<file path="config.mk">
export PLATFORM = sky130hd
export DESIGN_NAME = de1_soc_top
export DESIGN_NICKNAME = d
export VERILOG_FILES = /design/src/rtl/screen_saver_pkg.sv /design/src/rtl/key_pulse.sv /design/src/rtl/de1_soc_top.sv
export SDC_FILE = /design/constraint.sdc
export NUM_CORES = 1
export LEC_CHECK = 0
export ABC_AREA = 1
export CORE_AREA = 2 2 144 146
export CTS_BUF_LIST = sky130_fd_sc_hd__clkbuf_4 sky130_fd_sc_hd__clkbuf_8
export DETAILED_ROUTE_END_ITERATION = 8
export DIE_AREA = 0 0 146 148
export PLACE_DENSITY_LB_ADDON = 0.05
export REMOVE_ABC_BUFFERS = 1
export SYNTH_ARGS = -nofsm -noshare
export SYNTH_HDL_FRONTEND = slang
export SYNTH_SLANG_ARGS = --single-unit
</file>
<file path="constraint.sdc">
create_clock -name clk -period 1.7 [get_ports clk]
set_input_delay 0.34 -clock clk [delete_from_list [all_inputs] [get_ports clk]]
set_output_delay 0.34 -clock clk [all_outputs]
set_load 0.02 [all_outputs]
</file>
<file path="src/rtl/screen_saver_pkg.sv">
// Shared types and constants for the screen-saver playback controller.
package screen_saver_pkg;

    typedef enum logic [1:0] {
        SOUND_ANIM0 = 2'd0,
        SOUND_ANIM1 = 2'd1,
        SOUND_ANIM2 = 2'd2,
        SOUND_PASS  = 2'd3
    } sound_t;

    typedef logic [2:0] speed_t;

    localparam speed_t SPEED_RESET = 3'd2;
    localparam speed_t SPEED_MAX   = 3'd4;

    // Button roles by key_n bit index.
    localparam int KEY_FAST = 0;
    localparam int KEY_NEXT = 1;
    localparam int KEY_BACK = 2;
    localparam int KEY_SLOW = 3;

    localparam int unsigned MAXCNT_SPEED0  = 200_000_000;
    localparam int unsigned MAXCNT_SPEED1  = 100_000_000;
    localparam int unsigned MAXCNT_SPEED2  = 50_000_000;
    localparam int unsigned MAXCNT_SPEED3  = 25_000_000;
    localparam int unsigned MAXCNT_SPEED4  = 1_250_000;
    localparam int unsigned MAXCNT_DEFAULT = 50_000_000;

endpackage

</file>
<file path="src/rtl/key_pulse.sv">
// Rising-edge detector: one registered single-cycle pulse per 0->1 transition of in.
module key_pulse (
    input  logic clk,
    input  logic reset,
    input  logic in,
    output logic out
);

    logic prev_q, prev_d;
    logic out_q, out_d;

    always_comb begin
        prev_d = in;
        out_d  = in & ~prev_q;
    end

    // NOTE: state is updated with <= so every flop samples pre-edge values.
    always_ff @(posedge clk) begin
        if (reset) begin
            prev_q <= 1'b0;
            out_q  <= 1'b0;
        end else begin
            prev_q <= prev_d;
            out_q  <= out_d;
        end
    end

    assign out = out_q;

endmodule

</file>
<file path="src/rtl/de1_soc_top.sv">
// Screen-saver playback controller: buttons -> sound/speed selection, pixel/audio muxes.
// Define AUDIO_PASSTHROUGH_EN to make sound index 3 (codec capture passthrough) reachable.
module de1_soc_top
    import screen_saver_pkg::*;
#(
    parameter int COORD_W = 11,
    parameter int AUDIO_W = 24,
    parameter int CNT_W   = 28
) (
    input  logic                      clk,
    input  logic                      reset,
    input  logic [3:0]                key_n,
    input  logic [COORD_W-1:0]        an0_x,
    input  logic [COORD_W-1:0]        an1_x,
    input  logic [COORD_W-1:0]        an2_x,
    input  logic [COORD_W-1:0]        an0_y,
    input  logic [COORD_W-1:0]        an1_y,
    input  logic [COORD_W-1:0]        an2_y,
    input  logic                      color0,
    input  logic                      color1,
    input  logic                      color2,
    input  logic signed [AUDIO_W-1:0] anim0_left,
    input  logic signed [AUDIO_W-1:0] anim1_left,
    input  logic signed [AUDIO_W-1:0] anim2_left,
    input  logic signed [AUDIO_W-1:0] anim0_right,
    input  logic signed [AUDIO_W-1:0] anim1_right,
    input  logic signed [AUDIO_W-1:0] anim2_right,
    input  logic signed [AUDIO_W-1:0] readdata_left,
    input  logic signed [AUDIO_W-1:0] readdata_right,
    input  logic                      read_ready,
    input  logic                      write_ready,
    output logic [COORD_W-1:0]        x,
    output logic [COORD_W-1:0]        y,
    output logic                      color,
    output logic signed [AUDIO_W-1:0] writedata_left,
    output logic signed [AUDIO_W-1:0] writedata_right,
    output logic                      read,
    output logic                      write,
    output logic                      rd_wr_en,
    output logic [1:0]                sound,
    output logic [2:0]                speed,
    output logic [CNT_W-1:0]          max_counter
);

    logic [3:0] sync1_q, sync1_d;
    logic [3:0] sync2_q, sync2_d;
    logic [3:0] arm_q, arm_d;
    logic [1:0] settle_q, settle_d;
    logic [3:0] pulse;
    sound_t     sound_q, sound_d;
    speed_t     speed_q, speed_d;
    logic       go_next, go_back, go_fast, go_slow;

    // A key is armed only once it has been seen released with the synchroniser
    // holding post-reset data, so a key held through reset cannot fire.
    always_comb begin
        sync1_d  = ~key_n;
        sync2_d  = sync1_q;
        settle_d = {settle_q[0], 1'b1};
        arm_d    = arm_q | ({4{settle_q[1]}} & ~sync2_q);
    end

    always_ff @(posedge clk) begin
        if (reset) begin
            sync1_q  <= '0;
            sync2_q  <= '0;
            arm_q    <= '0;
            settle_q <= '0;
        end else begin
            sync1_q  <= sync1_d;
            sync2_q  <= sync2_d;
            arm_q    <= arm_d;
            settle_q <= settle_d;
        end
    end

    for (genvar i = 0; i < 4; i++) begin : g_key
        key_pulse u_key_pulse (
            .clk   (clk),
            .reset (reset),
            .in    (sync2_q[i] & arm_q[i]),
            .out   (pulse[i])
        );
    end

    assign go_next = pulse[KEY_NEXT] & ~pulse[KEY_BACK];
    assign go_back = pulse[KEY_BACK] & ~pulse[KEY_NEXT];
    assign go_fast = pulse[KEY_FAST] & ~pulse[KEY_SLOW];
    assign go_slow = pulse[KEY_SLOW] & ~pulse[KEY_FAST];

    // NOTE: every always_comb output gets a default first, so no path can infer a latch.
    always_comb begin
        sound_d = sound_q;
        if (go_next) begin
            unique case (sound_q)
                SOUND_ANIM0: sound_d = SOUND_ANIM1;
                SOUND_ANIM1: sound_d = SOUND_ANIM2;
                SOUND_ANIM2: sound_d = SOUND_ANIM0;
                SOUND_PASS:  sound_d = SOUND_ANIM0;
            endcase
        end else if (go_back) begin
            unique case (sound_q)
`ifdef AUDIO_PASSTHROUGH_EN
                SOUND_ANIM0: sound_d = SOUND_PASS;
`else
                SOUND_ANIM0: sound_d = SOUND_ANIM2;
`endif
                SOUND_ANIM1: sound_d = SOUND_ANIM0;
                SOUND_ANIM2: sound_d = SOUND_ANIM1;
                SOUND_PASS:  sound_d = SOUND_ANIM2;
            endcase
        end

        speed_d = speed_q;
        if (go_fast && speed_q < SPEED_MAX) begin
            speed_d = speed_q + 3'd1;
        end else if (go_slow && speed_q > 3'd0) begin
            speed_d = speed_q - 3'd1;
        end
    end

    always_ff @(posedge clk) begin
        if (reset) begin
            sound_q <= SOUND_ANIM0;
            speed_q <= SPEED_RESET;
        end else begin
            sound_q <= sound_d;
            speed_q <= speed_d;
        end
    end

    always_comb begin
        unique case (speed_q)
            3'd0:    max_counter = CNT_W'(MAXCNT_SPEED0);
            3'd1:    max_counter = CNT_W'(MAXCNT_SPEED1);
            3'd2:    max_counter = CNT_W'(MAXCNT_SPEED2);
            3'd3:    max_counter = CNT_W'(MAXCNT_SPEED3);
            3'd4:    max_counter = CNT_W'(MAXCNT_SPEED4);
            default: max_counter = CNT_W'(MAXCNT_DEFAULT);
        endcase
    end

    // Sound 3 reuses animation 2 visuals while the codec capture is played back.
    always_comb begin
        x     = an2_x;
        y     = an2_y;
        color = color2;
        if (sound_q == SOUND_ANIM0) begin
            x     = an0_x;
            y     = an0_y;
            color = color0;
        end else if (sound_q == SOUND_ANIM1) begin
            x     = an1_x;
            y     = an1_y;
            color = color1;
        end
    end

    always_comb begin
        unique case (sound_q)
            SOUND_ANIM0: begin
                writedata_left  = anim0_left;
                writedata_right = anim0_right;
            end
            SOUND_ANIM1: begin
                writedata_left  = anim1_left;
                writedata_right = anim1_right;
            end
            SOUND_ANIM2: begin
                writedata_left  = anim2_left;
                writedata_right = anim2_right;
            end
            SOUND_PASS: begin
                writedata_left  = readdata_left;
                writedata_right = readdata_right;
            end
        endcase
    end

    assign read     = read_ready & write_ready;
    assign write    = read_ready & write_ready;
    assign rd_wr_en = read_ready & write_ready;

    assign sound = sound_q;
    assign speed = speed_q;

endmodule

</file>
==> results_dict.tcl, run 1 <==
set metrics [dict create \
    whs_ns 0.393 \
    die_y_um 148 \
    gp_congestion 0.908 \
    cp_data_arrival_time_ns 1.69 \
    outcome "finished, violations left" \
    drtPass1Iterations 5 \
    power.total_mw 2.93 \
    port_buffers 369 \
    crit_chain "inv_4 > ha_4 > buf_12 > buf_6 > buf_12 > a21oi_4 > a31oi_1 > buf_2" \
    dpl.hpwl_um 17800 \
    fmax_ghz 0.491 \
    core_area_um2 20000 \
    ys_types 24 \
    cts_root_buf "clkbuf_8" \
    grt_overflow 0 \
    cpMostUsedCell "buf_12" \
    first_iter_violations 223 \
    post-route-util_pct 43.7 \
    ff_latch_area_um2 554 \
    max-cap-violations 0 \
    grt_pass1_vias 5255 \
    critical_path.top_delay_family "buffers and inverters" \
    post_dp_cell_area_um2 7330 \
    final_cells 1233 \
    vias_per_cell 4.34 \
    endpoint_kind "output pin" \
    finalHoldViolCount 0 \
    avgSynthCellArea_um2 5.57 \
    critPathLaunchType "register" \
    syn-instance-count 529 \
    hp-class "reg2reg" \
    path_buf_inv 5 \
    post-route-cell-area_um2 8750 \
    fin_nets 1244 \
    synth_seq_cells 27 \
    whs_path_depth 1 \
    crit_type "reg2out" \
    synth_warnings 0 \
    critPathSlowestCell "dfxtp_4" \
    drive_gt1_share_pct 36.7 \
    finalCritPeriodShare_pct 120 \
    clk_latency_ns 0.27 \
    violations "setup timing" \
    cp_data_required_time_ns 1.36 \
    power.leakage_nw 3.51 \
    wl_per_cell_um 19.3 \
    cts_max_level 1 \
    min_period_ns 2.03 \
    fin_skew_ns 0.00732 \
    numCtsBuffers 3 \
    irDropWorstVdd_mv 0.252 \
    crit_fanout 6 \
    vias 5353 \
    grt_max_degree 32 \
    rows 52 \
    grt_pass1_wl_um 33400 \
    cts_sinks 27 \
    dp_cells 1187 \
    start_util_pct 14.7 \
    slew_violations 0 \
    nFillCells 2068 \
    r2r_cells 9 \
    multiInputGateArea_um2 2680 \
    holdBufCountCts 0 \
    seq_area_frac_synth_pct 18.3 \
    rsz0062_at_grt "true" \
    die_x_um 146 \
    power.density_nw_per_um2 335 \
    cts_buffer_depth 2 \
    critical_path_depth 8 \
    critPathMaxStageDelay_ns 0.39 \
    syn2layout_area_growth_pct 197 \
    setup_violations 83 \
    clkTransAtPathRegs_ns 0.09 \
    grt_use_total_pct 20.1 \
    netlist_area_um2 2950 \
    wl_um 23800 \
    antenna_found_initial 5 \
    setup_ws_ns -0.335 \
    remaining_drc_errors 0 \
    io_pins 376 \
    dieArea_um2 21600 \
    ant_nets 0 \
    tritoncts "built" \
]
timing repair:
action,CTS,global route
buffers inserted,19,15
cloned,8,5
setup endpoints to repair,101,91
pin swaps,18,26
resized for setup,551,170
metal layers:
metal / GRT usage [%] / part of all wire, % / vias up
met5: 0 / 0.23 / -
met4: 4.32 / 1.9 / 8
met3: 4.44 / 6.3 / 30
met2: 37.2 / 52 / 192
met1: 23.7 / 39 / 2506
li1: - / - / 2617
flip-flops by register name, indices dropped and copies added, names as in the netlist:
name and count:
settle_q 2, arm_q 4, sync2_q 4, speed 3
g_key.u_key_pulse.out 4, g_key.u_key_pulse.prev_q 4, sync1_q 4, sound 2
final timing paths:
kind / start / end / slack, ns
max reg2reg: sound[0] / sound[0] / 0.14
min reg2reg: g_key[0].u_key_pulse.prev_q / g_key[0].u_key_pulse.out / 0.39
max: sound[0] / writedata_right[11] / -0.33
min: g_key[0].u_key_pulse.prev_q / g_key[0].u_key_pulse.out / 0.39
stage by stage:
stage / worst slack [ns] / TNS (ns)
global route: -0.432 / -26.96
floorplan: -1.65 / -122.68
finish: -0.335 / -19.83
global placement: -0.575 / -36.61
detailed placement: -0.621 / -38.93
CTS: -0.363 / -21.66
synthesized netlist by cell type:
master	n	area (µm²)
a21oi_2	2	17.5
o21ai_0	4	20.0
nand2_1	140	526
buf_2	30	150
nand3_4	1	17.5
buf_1	3	11.3
a31oi_1	49	307
nor4_1	4	25.0
conb_1	1	3.75
dfxtp_1	27	541
inv_2	5	18.8
nand2_2	2	12.5
buf_4	15	113
nand2_4	1	11.3
a21oi_1	102	510
nor2_2	1	6.26
clkbuf_1	2	7.51
o211ai_1	1	7.51
nor2_1	86	323
inv_1	31	116
ha_1	12	150
nor3_1	4	20.0
nand3_1	5	25.0
nand3_2	1	10.0
cells by family (layout without fill, tap and decap cells):
group	after synthesis	after routing	share of synthesized area, %
AO/OA/AOI/OAI	158	158	29.2
AND/OR/NAND/NOR	245	245	33.1
buffers and inverters	86	514	14.1
adder cells (fa/ha/maj)	12	12	5.09
flip-flops	27	27	18.3
other	1	7	0.127
cell type report:
cell class	count	share of cell area, %
Timing Repair Buffer	474	56.7
Multi-Input combinational cell	421	30.6
Sequential cell	27	6.34
Tap cell	270	3.86
Inverter	36	1.97
Clock buffer	3	0.472
Clock inverter	1	0.0572
Antenna cell	1	0.0286
placed cells by master (no fill, tap or decap), types with 13 or more instances in the layout:
cell type / instances
nor2_4: 27
a21oi_2: 41
clkdlybuf4s50_1: 268
nand2_2: 13
nor2_1: 34
nand2_1: 121
buf_6: 50
dfxtp_1: 22
inv_1: 24
a31oi_1: 47
buf_4: 102
buf_12: 24
a21oi_1: 60
nor2_2: 26
where the power goes:
group          leakage, nW  internal, mW  switching (mW)
Combinational         3.26          1.10           0.814
Sequential           0.224         0.650         0.00920
Clock               0.0255         0.164           0.188
Total                 3.51          1.92            1.01
worst register-to-register path, stage by stage, from the launching register on:
cell and delay (ns):
dfxtp_4 0.38, inv_4 0.08, ha_4 0.22, clkinv_8 0.12
buf_12 0.16, clkbuf_16 0.17, buf_4 0.15, a21oi_1 0.11
o21ai_0 0.08, inv_1 0.05
Power figures use the tool's default switching activity.
==> run 2: changes to the inputs <==
--- a/config.mk
+++ b/config.mk
@@ -12,6 +12,7 @@
 export DIE_AREA = 0 0 146 148
 export PLACE_DENSITY_LB_ADDON = 0.05
 export REMOVE_ABC_BUFFERS = 1
+export SLEW_MARGIN = 20
 export SYNTH_ARGS = -nofsm -noshare
 export SYNTH_HDL_FRONTEND = slang
 export SYNTH_SLANG_ARGS = --single-unit
==> results of run 2 <==
No change in the layout: final DEF, timing and power equal those of run 1.
